[config.mk]
export PLATFORM = sky130hd
export DESIGN_NAME = tim_apb_master
export DESIGN_NICKNAME = d
export VERILOG_FILES = /design/src/rtl/tim_apb_master.sv
export SDC_FILE = /design/constraint.sdc
export NUM_CORES = 1
export LEC_CHECK = 0
export CAP_MARGIN = 20
export CORE_MARGIN = 2
export CORE_UTILIZATION = 30
export CTS_CLUSTER_DIAMETER = 50
export DETAILED_ROUTE_END_ITERATION = 12
export DONT_BUFFER_PORTS = 1
export GPL_ROUTABILITY_DRIVEN = 0
export GPL_TIMING_DRIVEN = 0
export MAX_ROUTING_LAYER = met4
export PLACE_DENSITY = 0.4
export RECOVER_POWER = 50
export SETUP_SLACK_MARGIN = 0.05
export SYNTH_ARGS = -nofsm -noshare
export SYNTH_HDL_FRONTEND = slang
export SYNTH_SLANG_ARGS = --single-unit
[constraint.sdc]
create_clock -name sys_clk -period 2.9 [get_ports sys_clk]
set_input_delay 0.87 -clock sys_clk [delete_from_list [all_inputs] [get_ports sys_clk]]
set_output_delay 0.87 -clock sys_clk [all_outputs]
set_load 0.02 [all_outputs]
[src/rtl/tim_apb_master.sv]
// APB requester for a single outstanding command.
//
// A command accepted in IDLE becomes one APB transfer (SETUP then one or more
// ACCESS cycles). The result comes back as a one-cycle rsp_valid pulse.
// Misaligned commands skip the bus and answer with an error. A completer
// that stalls for TIMEOUT ACCESS cycles is abandoned with rsp_timeout set.
//
// Ports
//   sys_clk, sys_rst                  clock, synchronous active-high reset
//   cmd_valid/ready/write/addr/wdata/strb  command handshake and payload
//   rsp_valid/rdata/err/timeout       response pulse and its payload
//   busy                              high whenever not in IDLE
//   tim_p*                            APB requester signals
module tim_apb_master #(
  parameter int unsigned ADDR_W  = 12,
  parameter int unsigned TIMEOUT = 16
) (
  input  logic              sys_clk,
  input  logic              sys_rst,
  input  logic              cmd_valid,
  output logic              cmd_ready,
  input  logic              cmd_write,
  input  logic [ADDR_W-1:0] cmd_addr,
  input  logic [31:0]       cmd_wdata,
  input  logic [3:0]        cmd_strb,
  output logic              rsp_valid,
  output logic [31:0]       rsp_rdata,
  output logic              rsp_err,
  output logic              rsp_timeout,
  output logic              busy,
  output logic              tim_psel,
  output logic              tim_penable,
  output logic              tim_pwrite,
  output logic [ADDR_W-1:0] tim_paddr,
  output logic [31:0]       tim_pwdata,
  output logic [3:0]        tim_pstrb,
  input  logic              tim_pready,
  input  logic [31:0]       tim_prdata,
  input  logic              tim_pslverr
);

  typedef enum logic [1:0] {StIdle, StSetup, StAccess, StResp} state_e;

  localparam logic [7:0] WaitLast = 8'(TIMEOUT - 1);

  state_e            state_q, state_d;
  logic [7:0]        wait_q, wait_d;
  logic              cmd_ready_q, cmd_ready_d;
  logic              rsp_valid_d, rsp_err_d, rsp_timeout_d, busy_d;
  logic [31:0]       rsp_rdata_d;
  logic              psel_d, penable_d, pwrite_d;
  logic [ADDR_W-1:0] paddr_d;
  logic [31:0]       pwdata_d;
  logic [3:0]        pstrb_d;

  logic aligned;
  logic timed_out;

  assign aligned   = (cmd_addr[1:0] == 2'b00);
  assign timed_out = (wait_q == WaitLast) && !tim_pready;

  // State register
  always_ff @(posedge sys_clk) begin
    if (sys_rst) begin
      state_q <= StIdle;
    end else begin
      state_q <= state_d;
    end
  end

  // Next-state logic
  always_comb begin
    state_d = state_q;
    unique case (state_q)
      StIdle: begin
        if (cmd_valid) begin
          state_d = aligned ? StSetup : StResp;
        end
      end
      StSetup:  state_d = StAccess;
      StAccess: begin
        // pready wins over a timeout landing on the same cycle
        if (tim_pready || timed_out) begin
          state_d = StResp;
        end
      end
      StResp:   state_d = StIdle;
      default:  state_d = StIdle;
    endcase
  end

  // Output next values; every output is taken from a register below
  always_comb begin
    cmd_ready_d   = (state_d == StIdle);
    busy_d        = (state_d != StIdle);
    psel_d        = (state_d == StSetup) || (state_d == StAccess);
    penable_d     = (state_d == StAccess);
    rsp_valid_d   = (state_d == StResp);
    rsp_rdata_d   = '0;
    rsp_err_d     = 1'b0;
    rsp_timeout_d = 1'b0;
    pwrite_d      = tim_pwrite;
    paddr_d       = tim_paddr;
    pwdata_d      = tim_pwdata;
    pstrb_d       = tim_pstrb;
    wait_d        = wait_q;

    unique case (state_q)
      StIdle: begin
        if (cmd_valid) begin
          if (aligned) begin
            pwrite_d = cmd_write;
            paddr_d  = cmd_addr;
            pwdata_d = cmd_write ? cmd_wdata : '0;
            pstrb_d  = cmd_write ? cmd_strb : '0;
          end else begin
            rsp_err_d = 1'b1;
          end
        end
      end
      StSetup: wait_d = '0;
      StAccess: begin
        if (tim_pready) begin
          rsp_rdata_d = tim_pwrite ? '0 : tim_prdata;
          rsp_err_d   = tim_pslverr;
        end else begin
          wait_d = wait_q + 8'd1;
          if (timed_out) begin
            rsp_err_d     = 1'b1;
            rsp_timeout_d = 1'b1;
          end
        end
      end
      default: ;
    endcase
  end

  always_ff @(posedge sys_clk) begin
    if (sys_rst) begin
      wait_q      <= '0;
      cmd_ready_q <= 1'b1;
      busy        <= 1'b0;
      rsp_valid   <= 1'b0;
      rsp_rdata   <= '0;
      rsp_err     <= 1'b0;
      rsp_timeout <= 1'b0;
      tim_psel    <= 1'b0;
      tim_penable <= 1'b0;
      tim_pwrite  <= 1'b0;
      tim_paddr   <= '0;
      tim_pwdata  <= '0;
      tim_pstrb   <= '0;
    end else begin
      wait_q      <= wait_d;
      cmd_ready_q <= cmd_ready_d;
      busy        <= busy_d;
      rsp_valid   <= rsp_valid_d;
      rsp_rdata   <= rsp_rdata_d;
      rsp_err     <= rsp_err_d;
      rsp_timeout <= rsp_timeout_d;
      tim_psel    <= psel_d;
      tim_penable <= penable_d;
      tim_pwrite  <= pwrite_d;
      tim_paddr   <= paddr_d;
      tim_pwdata  <= pwdata_d;
      tim_pstrb   <= pstrb_d;
    end
  end

  // Never advertise readiness while reset is held
  assign cmd_ready = cmd_ready_q && !sys_rst;

endmodule

Yosys cells after proc, flatten, opt, wreduce, memory -nomap -nowiden:

Cells that the tools add are included.

* register bits after elaboration: 98
* input port bits: 86
* output and inout port bits: 88
* logic and storage cells: 53

* add/subtract/negate cells: 1
* eq/ne operators: 8
* muxes and demuxes: 13
* bitwise logic cells: 2
* reductions and logical operators: 15

Operators with widths (number)
* 32-bit two-way mux: 1
* 8-bit one-hot mux with 2 select lines: 1
* 8-bit by 1-bit adder with 8-bit output (second input constant): 1
* 2-bit equality test (second input constant): 4
* 8-bit by 4-bit equality test with 1-bit output (second input constant): 1
* 8-bit two-way mux: 1
* 2-bit one-hot mux with 4 select lines: 1
* 2-bit zero test: 3
* 2-bit two-way mux: 3
* 2-bit by 1-bit equality test with 1-bit output (second input constant): 2
* 1-bit two-way mux: 4
* 4-bit two-way mux: 1
* 2-bit nonzero test: 2
* 4-bit OR reduction: 1
* 3-bit AND reduction: 1
* 3-bit OR reduction: 1
* 1-bit logical AND: 2
* 1-bit zero test: 2
* 1-bit logical OR: 2
* 2-bit != test (second input constant): 1
* 1-bit inverter: 2
* 1-bit one-hot mux with 2 select lines: 1
* 2-bit AND reduction: 1

Longest topological paths before layout:

* depth in word-level cells: 7
* mapped depth: 7
* gate-level depth less buffers: 7

Worst setup path after synthesis:

Ideal clock, no wire load.

* path type: input port to output port
* start point: input sys_rst
* end point: output cmd_ready
* data arrival time: 1.612 ns
* required time: 2.030 ns
* setup slack: 0.418 ns
* stages: 3
* path buffers: 2
* path through: clkbuf_1 clkbuf_1 nor2b_1

* longest elaborated chain between the ends: 2

RTL lines
* start, declared: line 19 `input logic sys_rst,`
* 1-bit zero test: line 171 `assign cmd_ready = cmd_ready_q && !sys_rst;`
* 1-bit logical AND: line 171
* end, declared: line 21 `output logic cmd_ready,`

No other way between the ends.

Worst setup path after layout:

Ends and elaborated chain as after synthesis.

==> metrics.md <==
| Metric | Value |
|---|---|
| Setup TNS | `0 ps` |
| Fraction of registers with async set/reset | `0` |
| Die X | `112 µm` |
| Fmax | `403 MHz` |
| Number of flops mapped to enable cells by yosys | `0` |
| Routed wl met2 | `3990 µm` |
| Avg WL per Cell | `16.7 µm` |
| # IOs | `174` |
| Clock sinks | `98` |
| Fin Clk Skew | `3.65 ps` |
| Lkg Pwr | `1.39 nW` |
| RSZ-0062 raised after global routing | `false` |
| Yosys top cell by area | `dfxtp_1` |
| WL met1 | `3850 µm` |
| Slowest cell on crit path | `nor2b_1` |
| Detailed placement HPWL | `6640 µm` |
| Root buf cell | `clkbuf_16` |
| DRT iter0 DRCs | `151` |
| Cell Chain, Critical Path | `clkbuf_2 -> nor2b_1` |
| Worst hold path stage count | `2` |
| Max VDD drop | `403 µV` |
| Clock Pin Slew Worst Setup and Hold Paths | `70 ps` |
| Initial antenna violation count | `0` |
| Mean Syn Cell Area | `9.26 µm²` |
| Maxcap violations | `0` |
| Final core utilization | `0.347` |
| Pwr Density | `780 nW/µm²` |
| Worst min-delay path class | `reg -> reg` |
| Layout area overhead | `13.5%` |
| Final hold vios | `0` |
| Crit Path Class | `in -> out` |
| Actual slew at the worst max-slew pin | `646 ps` |
| Critical path's largest stage delay | `450 ps` |
| Startpoint Class | `input pin` |
| Delay-heaviest family, CP | `simple AND/OR/NAND/NOR gates` |
| Crit-path max FO | `19` |
| First-pass GRT wire length | `14100 µm` |
| Finished Cell Area | `3940 µm²` |
| Setup ws final | `419 ps` |
| Cell area after synthesis | `3470 µm²` |
| Slew margin rel. | `0.569` |
| Mapped Cells | `375` |
| Share of Yosys cell area claimed by the top area cell type | `0.565` |
| Vert. Die Dim | `112 µm` |
| PortBufs | `0` |
| Clk_lat worst skew | `340 ps` |
| Finish-stage setup viols | `0` |
| Worst path depth | `2` |
| WL met3 | `899 µm` |
| Worst-case clock buffer depth | `2` |
| Pins Over Slew Limit | `0` |
| Synthesized Nets | `470` |
| WHS | `484 ps` |
| TritonCTS clock tree | `built` |
| Critical Path AT | `1610 ps` |
| Final Non-Filler Cells | `532` |
| Final net count | `480` |
| Cell Rows | `39` |
| Dpl cells | `518` |
| Num CTS Buffers | `9` |
| Post-Place Cell Area | `3650 µm²` |
| Post-CTS setup buffers | `0` |
| Layout cells sized above 1 | `0.0771` |
| ANT nets after route | `0` |
| Design Power | `3.08 mW` |
| Initial Utilization | `0.305` |
| CP required | `2030 ps` |
| Synth unique cells | `37` |
| Final critical-path required period | `2480 ps` |
| Largest net degree at the start of global routing | `16` |
| Synthesized flop and latch total | `98` |
| # H-tree levels | `3` |
| CTS Hold Buffers Added | `0` |
| GRT Residual Overflow | `0` |
| Die area | `12500 µm²` |
| Top cells by area, synth | `dfxtp_1, a21oi_1, nand2_1` |
| Most numerous cell in the Yosys netlist | `dfxtp_1` |
| Highest Signal Layer | `met4` |
| Final cycle utilization of the critical path | `0.856` |
| Pre-antenna DRT Iters | `5` |
| Tot GR Track Use | `0.150` |
| Place WS | `-171 ps` |
| Outcome | `completed` |
| Seq/Total Area, Yosys | `0.565` |
| Post-cts gate resize count | `1` |
| Synth warnings | `0` |
| Worst path bufs/invs | `1` |
| Antenna Cells | `0` |
| DR vias/cell | `4.89` |
| Core Area | `11400 µm²` |
| Drc violations | `0` |
| Main synth FF type | `dfxtp_1` |
| WL final | `8910 µm` |
| Vias in the first global route | `2568` |
| Worst r2r path cells | `7` |
| CP Capture Type | `output port` |
| Routed vias | `2602` |
| Synth cell count leaders | `dfxtp_1, nand2_1, a21oi_1` |
[logic make-up (layout without fill, tap and decap cells)]
family	Yosys count	in the layout	synth area share
AND/OR/NAND/NOR	165	165	0.243
AO/OA/AOI/OAI	74	74	0.122
flip-flops	98	98	0.565
adder cells (fa/ha/maj)	9	9	0.0324
buffers and inverters	29	43	0.0378
[worst paths after layout]
| kind | startpoint | endpoint | slack [ps] |
|---|---|---|---|
| max | sys_rst | cmd_ready | 420 |
| max reg2reg | state_q[0] | rsp_rdata[16] | 780 |
| min | wait_q[7] | wait_q[7] | 480 |
| min reg2reg | wait_q[7] | wait_q[7] | 480 |
[report_power, final]
group | leakage [nW] | switching (mW) | internal, mW
clock network | 0.148 | 0.498 | 0.711
registers | 0.793 | 0.114 | 1.42
logic | 0.450 | 0.208 | 0.124
total | 1.39 | 0.820 | 2.26
[cells in the final DEF, fill, tap and decap left out, types with 2 or more instances in the layout]
cell type	instances
clkbuf_16	9
clkbuf_8	2
buf_1	3
nor2_1	6
o41ai_1	3
clkbuf_2	4
a21oi_1	57
nor3_1	2
nand2_1	63
o31ai_1	2
nand2b_1	6
or4_1	2
and2_1	31
ha_1	9
clkbuf_1	9
nor3b_1	4
a211oi_1	2
nor2b_1	5
dfxtp_1	98
buf_2	6
o21ai_0	2
nand3_1	38
inv_1	4
a2111o_1	3
[flip-flops by register name, indices dropped and copies added, names as in the netlist]
| register | count |
|---|---|
| rsp_rdata | 32 |
| tim_pwdata | 32 |
| tim_paddr | 12 |
| wait_q | 8 |
| tim_pstrb | 4 |
| state_q | 2 |
| busy | 1 |
| cmd_ready_q | 1 |
| rsp_err | 1 |
| rsp_timeout | 1 |
| rsp_valid | 1 |
| tim_penable | 1 |
| tim_psel | 1 |
| tim_pwrite | 1 |
[final cells by class]
class / count / area [µm²]
fillers: 1179 / 7430
flip-flops and latches: 98 / 1960
multi-input cells: 248 / 1370
clock buffers: 11 / 253
well taps: 143 / 179
plain buffers: 24 / 114
clock inverters: 4 / 51.3
inverters: 4 / 15.0
[routing by layer]
layer,vias up,track usage
li1,1284,-
met1,1186,0.173
met2,118,0.227
met3,14,0.0648
met4,0,0.0667
met5,-,-
No activity file was read; power rests on OpenSTA's default activity.
